--- src/rtl/instruction_fetch_unit.sv ---
// instruction_fetch_unit
//   Write-side producer for the 32-bit instruction queue. Walks a sequential PC,
//   issues reads to a fixed-latency instruction memory, buffers returned words,
//   and hands them to the queue over valid/ready. Control-flow redirects bump an
//   epoch bit so reads already in flight are dropped when they return.
//
// Ports
//   clk_in             in   1   clock
//   rst_n_in           in   1   asynchronous active-low reset
//   start_in           in   1   leave IDLE and begin fetching
//   redirect_valid_in  in   1   redirect request
//   redirect_pc_in     in   32  redirect target (low two bits ignored)
//   imem_req_out       out  1   read request to instruction memory
//   imem_addr_out      out  32  word-aligned byte address of the request
//   imem_data_in       in   32  read data, IMEM_LATENCY cycles after the request
//   valid_out          out  1   instruction_out valid
//   instruction_out    out  32  fetched instruction (buffer head)
//   ready_in           in   1   queue can accept
//   pc_out             out  32  PC of instruction_out (only with FETCH_PC_OUT_EN)
//
// Build option
//   FETCH_PC_OUT_EN : adds pc_out; the PC rides through the in-flight pipe and
//                     the response buffer alongside the data.
//
// State table
//   S_IDLE  | waiting for start_in; redirects only move the PC
//   S_RUN   | issuing sequential reads while credit allows
//   S_REDIR | one bubble cycle after a redirect, no request issued

`timescale 1ns/1ps

module instruction_fetch_unit #(
    parameter logic [31:0] RESET_PC     = 32'h0000_0000,
    parameter int          IMEM_LATENCY = 2,
    parameter int          BUF_DEPTH    = 4
) (
    input  logic        clk_in,
    input  logic        rst_n_in,
    input  logic        start_in,
    input  logic        redirect_valid_in,
    input  logic [31:0] redirect_pc_in,
    output logic        imem_req_out,
    output logic [31:0] imem_addr_out,
    input  logic [31:0] imem_data_in,
    output logic        valid_out,
    output logic [31:0] instruction_out,
    input  logic        ready_in
`ifdef FETCH_PC_OUT_EN
    ,
    output logic [31:0] pc_out
`endif
);

    localparam int PTR_W = $clog2(BUF_DEPTH);
    localparam int CNT_W = $clog2(BUF_DEPTH) + 1;
    localparam int SUM_W = CNT_W + 1;
    localparam logic [SUM_W-1:0] DEPTH_C = SUM_W'(BUF_DEPTH);

`ifdef FETCH_PC_OUT_EN
    localparam int ENTRY_W = 64;
`else
    localparam int ENTRY_W = 32;
`endif

    typedef enum logic [1:0] {
        S_IDLE  = 2'd0,
        S_RUN   = 2'd1,
        S_REDIR = 2'd2
    } state_t;

    state_t state, state_nxt;

    logic [31:0] pc;
    logic        epoch;

    logic [IMEM_LATENCY-1:0] pipe_valid;
    logic [IMEM_LATENCY-1:0] pipe_epoch;
`ifdef FETCH_PC_OUT_EN
    logic [31:0] pipe_pc [IMEM_LATENCY];
`endif

    logic [ENTRY_W-1:0] buf_mem [BUF_DEPTH];
    logic [PTR_W-1:0]   wr_ptr;
    logic [PTR_W-1:0]   rd_ptr;
    logic [CNT_W-1:0]   buf_count;

    logic [SUM_W-1:0]   inflight;
    logic               redirect_active;
    logic               credit_ok;
    logic               push;
    logic               pop;
    logic [ENTRY_W-1:0] entry_in;
    logic [ENTRY_W-1:0] head;

    // ---------------- FSM ----------------
    always_ff @(posedge clk_in or negedge rst_n_in) begin
        if (!rst_n_in) state <= S_IDLE;
        else            state <= state_nxt;
    end

    always_comb begin
        state_nxt = state;
        case (state)
            S_IDLE:  if (start_in) state_nxt = S_RUN;
            S_RUN:   if (redirect_valid_in) state_nxt = S_REDIR;
            S_REDIR: state_nxt = redirect_valid_in ? S_REDIR : S_RUN;
            default: state_nxt = S_IDLE;
        endcase
    end

    // ---------------- request / credit ----------------
    always_comb begin
        inflight = '0;
        for (int i = 0; i < IMEM_LATENCY; i++) begin
            inflight = inflight + SUM_W'(pipe_valid[i]);
        end
    end

    // Stale reads still occupy a credit until they leave the pipe, so the
    // buffer can never be asked to hold more than BUF_DEPTH entries.
    assign credit_ok       = (inflight + {1'b0, buf_count}) < DEPTH_C;
    assign redirect_active = redirect_valid_in && (state != S_IDLE);
    assign imem_req_out    = (state == S_RUN) && !redirect_valid_in && credit_ok;
    assign imem_addr_out   = pc;

    always_ff @(posedge clk_in or negedge rst_n_in) begin
        if (!rst_n_in) begin
            pc    <= RESET_PC;
            epoch <= 1'b0;
        end else begin
            if (redirect_valid_in) begin
                pc <= {redirect_pc_in[31:2], 2'b00};
            end else if (imem_req_out) begin
                pc <= pc + 32'd4;
            end
            if (redirect_active) epoch <= ~epoch;
        end
    end

    // ---------------- in-flight pipe ----------------
    always_ff @(posedge clk_in or negedge rst_n_in) begin
        if (!rst_n_in) begin
            pipe_valid <= '0;
            pipe_epoch <= '0;
`ifdef FETCH_PC_OUT_EN
            for (int i = 0; i < IMEM_LATENCY; i++) pipe_pc[i] <= '0;
`endif
        end else begin
            for (int i = IMEM_LATENCY - 1; i > 0; i--) begin
                pipe_valid[i] <= pipe_valid[i-1];
                pipe_epoch[i] <= pipe_epoch[i-1];
`ifdef FETCH_PC_OUT_EN
                pipe_pc[i]    <= pipe_pc[i-1];
`endif
            end
            pipe_valid[0] <= imem_req_out;
            pipe_epoch[0] <= epoch;
`ifdef FETCH_PC_OUT_EN
            pipe_pc[0]    <= pc;
`endif
        end
    end

    // ---------------- response buffer ----------------
    // Nothing is pushed in a redirect cycle: a word returning then either
    // belongs to the old epoch or would be flushed along with the buffer.
    assign push = pipe_valid[IMEM_LATENCY-1]
               && (pipe_epoch[IMEM_LATENCY-1] == epoch)
               && !redirect_active;
    assign pop  = valid_out && ready_in;

`ifdef FETCH_PC_OUT_EN
    assign entry_in = {pipe_pc[IMEM_LATENCY-1], imem_data_in};
`else
    assign entry_in = imem_data_in;
`endif

    always_ff @(posedge clk_in or negedge rst_n_in) begin
        if (!rst_n_in) begin
            for (int i = 0; i < BUF_DEPTH; i++) buf_mem[i] <= '0;
            wr_ptr    <= '0;
            rd_ptr    <= '0;
            buf_count <= '0;
        end else if (redirect_active) begin
            wr_ptr    <= '0;
            rd_ptr    <= '0;
            buf_count <= '0;
        end else begin
            if (push) begin
                buf_mem[wr_ptr] <= entry_in;
                wr_ptr          <= wr_ptr + PTR_W'(1);
            end
            if (pop) rd_ptr <= rd_ptr + PTR_W'(1);
            case ({push, pop})
                2'b10:   buf_count <= buf_count + CNT_W'(1);
                2'b01:   buf_count <= buf_count - CNT_W'(1);
                default: buf_count <= buf_count;
            endcase
        end
    end

    assign head            = buf_mem[rd_ptr];
    assign valid_out       = (buf_count != '0);
    assign instruction_out = head[31:0];
`ifdef FETCH_PC_OUT_EN
    assign pc_out          = head[63:32];
`endif

endmodule
--- config.mk ---
export PLATFORM = sky130hd
export DESIGN_NAME = instruction_fetch_unit
export DESIGN_NICKNAME = d
export VERILOG_FILES = /design/src/rtl/instruction_fetch_unit.sv
export SDC_FILE = /design/constraint.sdc
export NUM_CORES = 1
export LEC_CHECK = 0
export BUFFER_PORTS_ARGS = -buffer_cell sky130_fd_sc_hd__buf_2
export CAP_MARGIN = 20
export CORE_ASPECT_RATIO = 0.6
export CORE_MARGIN = 2
export CORE_UTILIZATION = 40
export CTS_BUF_LIST = sky130_fd_sc_hd__clkbuf_8
export DETAILED_ROUTE_END_ITERATION = 7
export SETUP_SLACK_MARGIN = 0.05
export SLEW_MARGIN = 30
export SYNTH_ARGS = -nofsm -noshare
export SYNTH_HDL_FRONTEND = slang
export SYNTH_SLANG_ARGS = --single-unit
--- constraint.sdc ---
create_clock -name clk_in -period 5.55 [get_ports clk_in]
set_clock_uncertainty 0.2 [all_clocks]
set_input_delay 1.11 -clock clk_in [delete_from_list [all_inputs] [get_ports clk_in]]
set_output_delay 1.11 -clock clk_in [all_outputs]
set_load 0.01 [all_outputs]
* Yosys cells after proc, flatten, opt, wreduce, memory -nomap -nowiden
Index checks and enable logic that the tools add are counted.
Widths: inputs -> output; s select.
** Cells by class
- Add/subtract/negate cells :: 7
- $lt $le $gt $ge :: 4
- Equal/unequal tests :: 7
- Mux-type cells :: 18
- Bitwise operators :: 4
- Reduce and logical (&&, ||, !) cells :: 18
** Operators with widths (count)
- $mux 32 :: 5
- $bwmux 128 :: 1
- $bmux 32 s2 :: 1
- $demux 32 s2 :: 1
- $add 32x3->32 const B :: 1
- $mux 2 :: 7
- $reduce_bool 2->1 :: 4
- $logic_and 1x1->1 :: 7
- $ge 3x3->1 const B :: 2
- $not 2->3 :: 2
- $pmux 2 s3 :: 1
- $pmux 3 s2 :: 1
- $reduce_bool 3->1 :: 2
- $add 2x1->2 const B :: 2
- $add 2x3->4 :: 1
- $eq 2x1->1 const B :: 2
- $eq 2x2->1 const B :: 2
- $lt 4x3->1 const B :: 1
- $ne 2x2->1 const B :: 2
- $reduce_and 2->1 :: 2
- $add 3x1->3 const B :: 1
- $lt 3x1->1 const B :: 1
- $mux 3 :: 1
- $sub 3x1->3 const B :: 1
- 5 further kinds :: 7
** Word-level totals
- Register bits after elaboration :: 174
- Bits of input ports :: 69
- Output and inout port bits :: 66
- Logic and storage cells :: 70

* Depth between registers and ports, before layout
- Depth in word-level cells :: 7
- Depth in mapped cells :: 11
- Depth with buffers taken out :: 8

* Least setup slack after synthesis
No wires, ideal clock.
- Kind :: input-to-reg
- Start :: input redirect_valid_in
- End :: register buf_count[2]
- Library setup time :: 0.131 ns
- Arrival :: 2.849 ns
- Data required time :: 5.219 ns
- Slack :: 2.370 ns
- Stages on the path :: 11
- Buffers on the path :: 3
- Path through :: clkbuf_1 > o21a_1 > clkbuf_1 > and3b_1 > clkbuf_1 > nor2_1 > fa_1 > a211o_1 > nand2_1 > xnor2_1 > nor2_1
** Between the ends
- Word-level cells in the longest chain between the ends :: 6
- Elaborated cells between the ends (all ways) :: 8
- Those cells by class :: eq/ne: 2; mux: 2; reduce/logical: 4
** Ends and longest elaborated chain
- from (decl) :: line 40 : input logic redirect_valid_in,
- $logic_and 1x1->1 (*) :: line 122 : assign redirect_active = redirect_valid_in && (state != S_IDLE);
- $logic_not 1->1 :: line 169 : && !redirect_active;
- $logic_and 1x1->1 :: line 169
- $eq 2x1->1 or $eq 2x2->1 (tied branches) :: line 194 : case ({push, pop})
- $pmux 3 s2 :: line 194
- $mux 3 :: line 184 : end else if (redirect_active) begin
- to (signal assigned) :: line 195 : 2'b10: buf_count <= buf_count + CNT_W'(1);
- to (signal assigned) :: line 196 : 2'b01: buf_count <= buf_count - CNT_W'(1);
- to (signal assigned) :: line 197 : default: buf_count <= buf_count;
- to (decl) :: line 85 : logic [CNT_W-1:0] buf_count;
Every way passes the cells marked *; elsewhere a longest branch is shown, timed or not.
A chain may end at the register's enable or synchronous reset.

* Worst setup path in the final report
- Start :: register rd_ptr[0]
- End :: output instruction_out[10]
** Between the ends
- Word-level cells in the longest chain between the ends :: 4
** Ends and longest elaborated chain
- from (decl) :: line 84 : logic [PTR_W-1:0] rd_ptr;
- from (signal assigned) :: line 193 : if (pop) rd_ptr <= rd_ptr + PTR_W'(1);
- $not 2->3 (implied by the code) :: line 202 : assign head = buf_mem[rd_ptr];
- $bmux 32 s2 :: line 202
- $mux 32 (implied by the code) (2 in a row) :: line 202
- to (decl) :: line 46 : output logic [31:0] instruction_out,
No other way between the ends. The select of a mux whose other input is x is not followed.

==> insert_results.sql <==
INSERT INTO impl_metrics (metric_group, metric, value, unit) VALUES
('run_status', 'status', 'complete, no violations', ''),
('synth', 'async_s_r_ff_share_synth', '100', '%'),
('clock_tree', 'cts_root_buffer', 'clkbuf_8', ''),
('global_routing', 'grt_antenna_before_repair', '1', ''),
('synth', 'netlist.top_cell.by_area', 'dfrtp_1', ''),
('sta', 'fin_crit_sh', '68.1', '%'),
('sta', 'finalHoldViolations', '0', ''),
('run', 'max_cap_viol_count', '0', ''),
('min_path', 'worst_hold_path.num_cells', '0', ''),
('floorplanning', 'core', '19200', 'um2'),
('layout', 'syn_to_final_growth', '15.5', '%'),
('global_routing', 'first_pass_grt_wire_length', '28.2', 'mm'),
('layout', 'final_net_count', '768', ''),
('sta', 'grt_setup_unrepaired', 'no', ''),
('layout', 'post_route_cells_drive_above_1_share', '46.8', '%'),
('pwr', 'pwr_density_cell', '424', 'nW/um2'),
('sta', 'drv_slew', '0', ''),
('min_path', 'hold-path-endpoint', 'pipe_epoch[1]$_DFF_PN0_', ''),
('floorplanning', 'die_area', '21000', 'um2'),
('route', 'routed-via-count', '4987', ''),
('placement', 'place.detailed.hpwl', '11.5', 'mm'),
('placement', 'io_buffers', '130', ''),
('synth', 'synthMostInstantiatedCell', 'dfrtp_1', ''),
('floorplanning', 'floorplan.die.width', '186', 'um'),
('sta', 'finalSetupTns', '0', 'ns'),
('setup_path', 'timing.setup.critical_path_class', 'flop to output pin', ''),
('clock_tree', 'sinks_on_clock_net', '172', ''),
('floorplanning', 'io_pins', '135', ''),
('setup_path', 'setup.worst_path.start_class', 'flop', ''),
('sta', 'timing.hold.ws', '0.160', 'ns'),
('setup_path', 'cp-end-kind', 'output pin', ''),
('pwr', 'vdd_drop_max', '0.000162', 'V'),
('clock_tree', 'clock_path_buffers', '2', ''),
('setup_path', 'reg2reg_slack', '2.92', 'ns'),
('setup_path', 'r2r_end', 'imem_addr_out[22]$_DFFE_PN0P_', ''),
('layout', 'num_antenna_cells', '0', ''),
('route', 'wirelength', '17.3', 'mm'),
('setup_path', 'reg2regPathDepth', '6', ''),
('clock_tree', 'cts-hold-fix-buffers', '0', ''),
('sta', 'period_minus_slack', '3.78', 'ns'),
('synth', 'post_synth_inst_count', '572', ''),
('setup_path', 'worst-endpoint-arrival', '2.47', 'ns'),
('pwr', 'total_leakage_power', '4.43', 'nW'),
('clock_tree', 'cts-htree-levels', '4', ''),
('route', 'drt-wirelength-per-cell', '17.8', 'um'),
('global_routing', 'vias_in_the_first_global_route', '5316', ''),
('placement', 'final_weighted_congestion_of_routability_driven_global_placement', '0.747', ''),
('route', 'detail_route.drc_violations', '0', ''),
('floorplanning', 'standard_cell_row_count', '39', ''),
('clock_tree', 'worst_skew_late_latency', '0.45', 'ns'),
('global_routing', 'gr-total-overflow', '0', ''),
('synth', 'yosys-top-cells-area', 'dfrtp_1 (54%), mux2_2 (18%), mux4_2 (9.1%), xor2_1 (2.3%), nand2_1 (2.2%)', ''),
('min_path', 'worstHoldPathType', 'flop to flop', ''),
('min_path', 'startpoint_of_the_tightest_hold_check_path', 'pipe_epoch[0]$_DFF_PN0_', ''),
('setup_path', 'path_max_fanout', '22', ''),
('placement', 'detailed_place.area', '8850', 'um2'),
('synth', 'yosysUniqueCellTypes', '46', ''),
('route', 'antenna_left', '0', ''),
('global_routing', 'grt_start_max_net_pins', '93', ''),
('clock_tree', 'num_cts_buffers', '17', ''),
('synth', 'post_synthesis_mean_instance_area', '13.9', 'um2'),
('floorplanning', 'start_util', '41.3', '%'),
('synth', 'synth-edff-count', '0', ''),
('sta', 'setup-violations-final', '0', ''),
('global_routing', 'grt_usage', '17.5', '%'),
('clock_tree', 'cts_repair_resize_count', '0', ''),
('route', 'drt_pre_antenna_iters', '4', ''),
('route', 'drt_first_iter_violations', '256', ''),
('synth', 'synth_top_area_share', '54.2', '%'),
('layout', 'layout.cell_area.non_filler', '9180', 'um2'),
('clock_tree', 'number_of_setup_buffers_added_after_cts', '0', '');
==> final cells by class <==
class | instances | area [um2]
clock buffers | 18 | 248
clock inverters | 12 | 73.8
fillers | 1750 | 10100
inverters | 6 | 22.5
multi-input cells | 362 | 3500
flip-flops and latches | 172 | 4310
well taps | 266 | 333
repair buffers | 133 | 692
==> logic make-up (layout without fill, tap and decap cells) <==
kind of cell               Yosys count  count (layout)  share of synthesized area, %
adders and majority gates            7               7                          1.20
DFF                                172             172                          54.2
buffers and inverters               39             169                          2.22
other                                1               2                        0.0472
and+or+nand+nor                    112             112                          7.54
xor gates and xnor gates            36              36                          3.97
AOI/OAI and AO/OA                   42              42                          3.28
muxes                              163             163                          27.6
==> through the flow <==
step	power (mW)	util [%]	setup WS, ns	instances
after floorplan	2.70	-	2.37	573
after global placement	3.09	45.9	2.07	939
after detailed placement	3.17	46.0	2.01	939
after CTS	3.95	47.7	1.65	969
after global routing	4.14	47.7	1.55	969
final	3.89	47.7	1.77	969
==> worst max-delay path, cell delays in order, from the launching register on <==
cell and delay (ns):
dfrtp_2 0.89, buf_4 0.41, mux4_2 0.55, buf_2 0.16
==> placed cells by master, fill, tap and decap left out, drive strengths merged, types with 4 or more instances in the layout <==
master,synthesis,layout
and3,5,5
buf,18,133
nor2,12,12
o21ai,30,30
mux2,128,128
xor2,21,21
nor4,4,4
ha,6,6
inv,6,15
nand3,14,14
and2,5,5
clkbuf,15,18
xnor2,15,15
dfrtp,172,172
nand4,13,13
nand2,47,47
mux4,32,32
==> worst max path at each step <==
stage / start / endpoint / slack [ns] / cells after the start
3_3_place_gp: redirect_valid_in / imem_req_out / 2.07 / 5
2_1_floorplan: redirect_valid_in / buf_count[2]$_DFFE_PN0P_ / 2.37 / 11
6_report: rd_ptr[0]$_DFFE_PN0P_ / instruction_out[10] / 1.77 / 3
5_1_grt: rd_ptr[0]$_DFFE_PN0P_ / instruction_out[1] / 1.55 / 3
4_1_cts: rd_ptr[0]$_DFFE_PN0P_ / instruction_out[14] / 1.65 / 3
3_5_place_dp: redirect_valid_in / buf_mem[100]$_DFFE_PN0P_ / 2.01 / 5
==> flip-flops by register name, summed over array words and instances, names as in the netlist <==
name,count
buf_count,3
buf_mem,128
pipe_epoch,2
imem_addr_out,30
rd_ptr,2
epoch,1
state,2
pipe_valid,2
wr_ptr,2
==> report_power, final <==
group	internal [mW]	switching, mW
Sequential	1.58	0.290
Clock	0.346	0.425
Combinational	0.728	0.520
Total	2.66	1.23
==> routing by layer <==
layer / vias up / share of wire, % / global-route usage (%)
li1: 2297 / - / -
met4: 0 / 1.2 / 5.56
met5: - / 0 / 0
met1: 2575 / 47 / 23.7
met3: 17 / 4.2 / 4.41
met2: 98 / 47 / 27.8
Note: power is estimated with default switching activity, not from simulation.
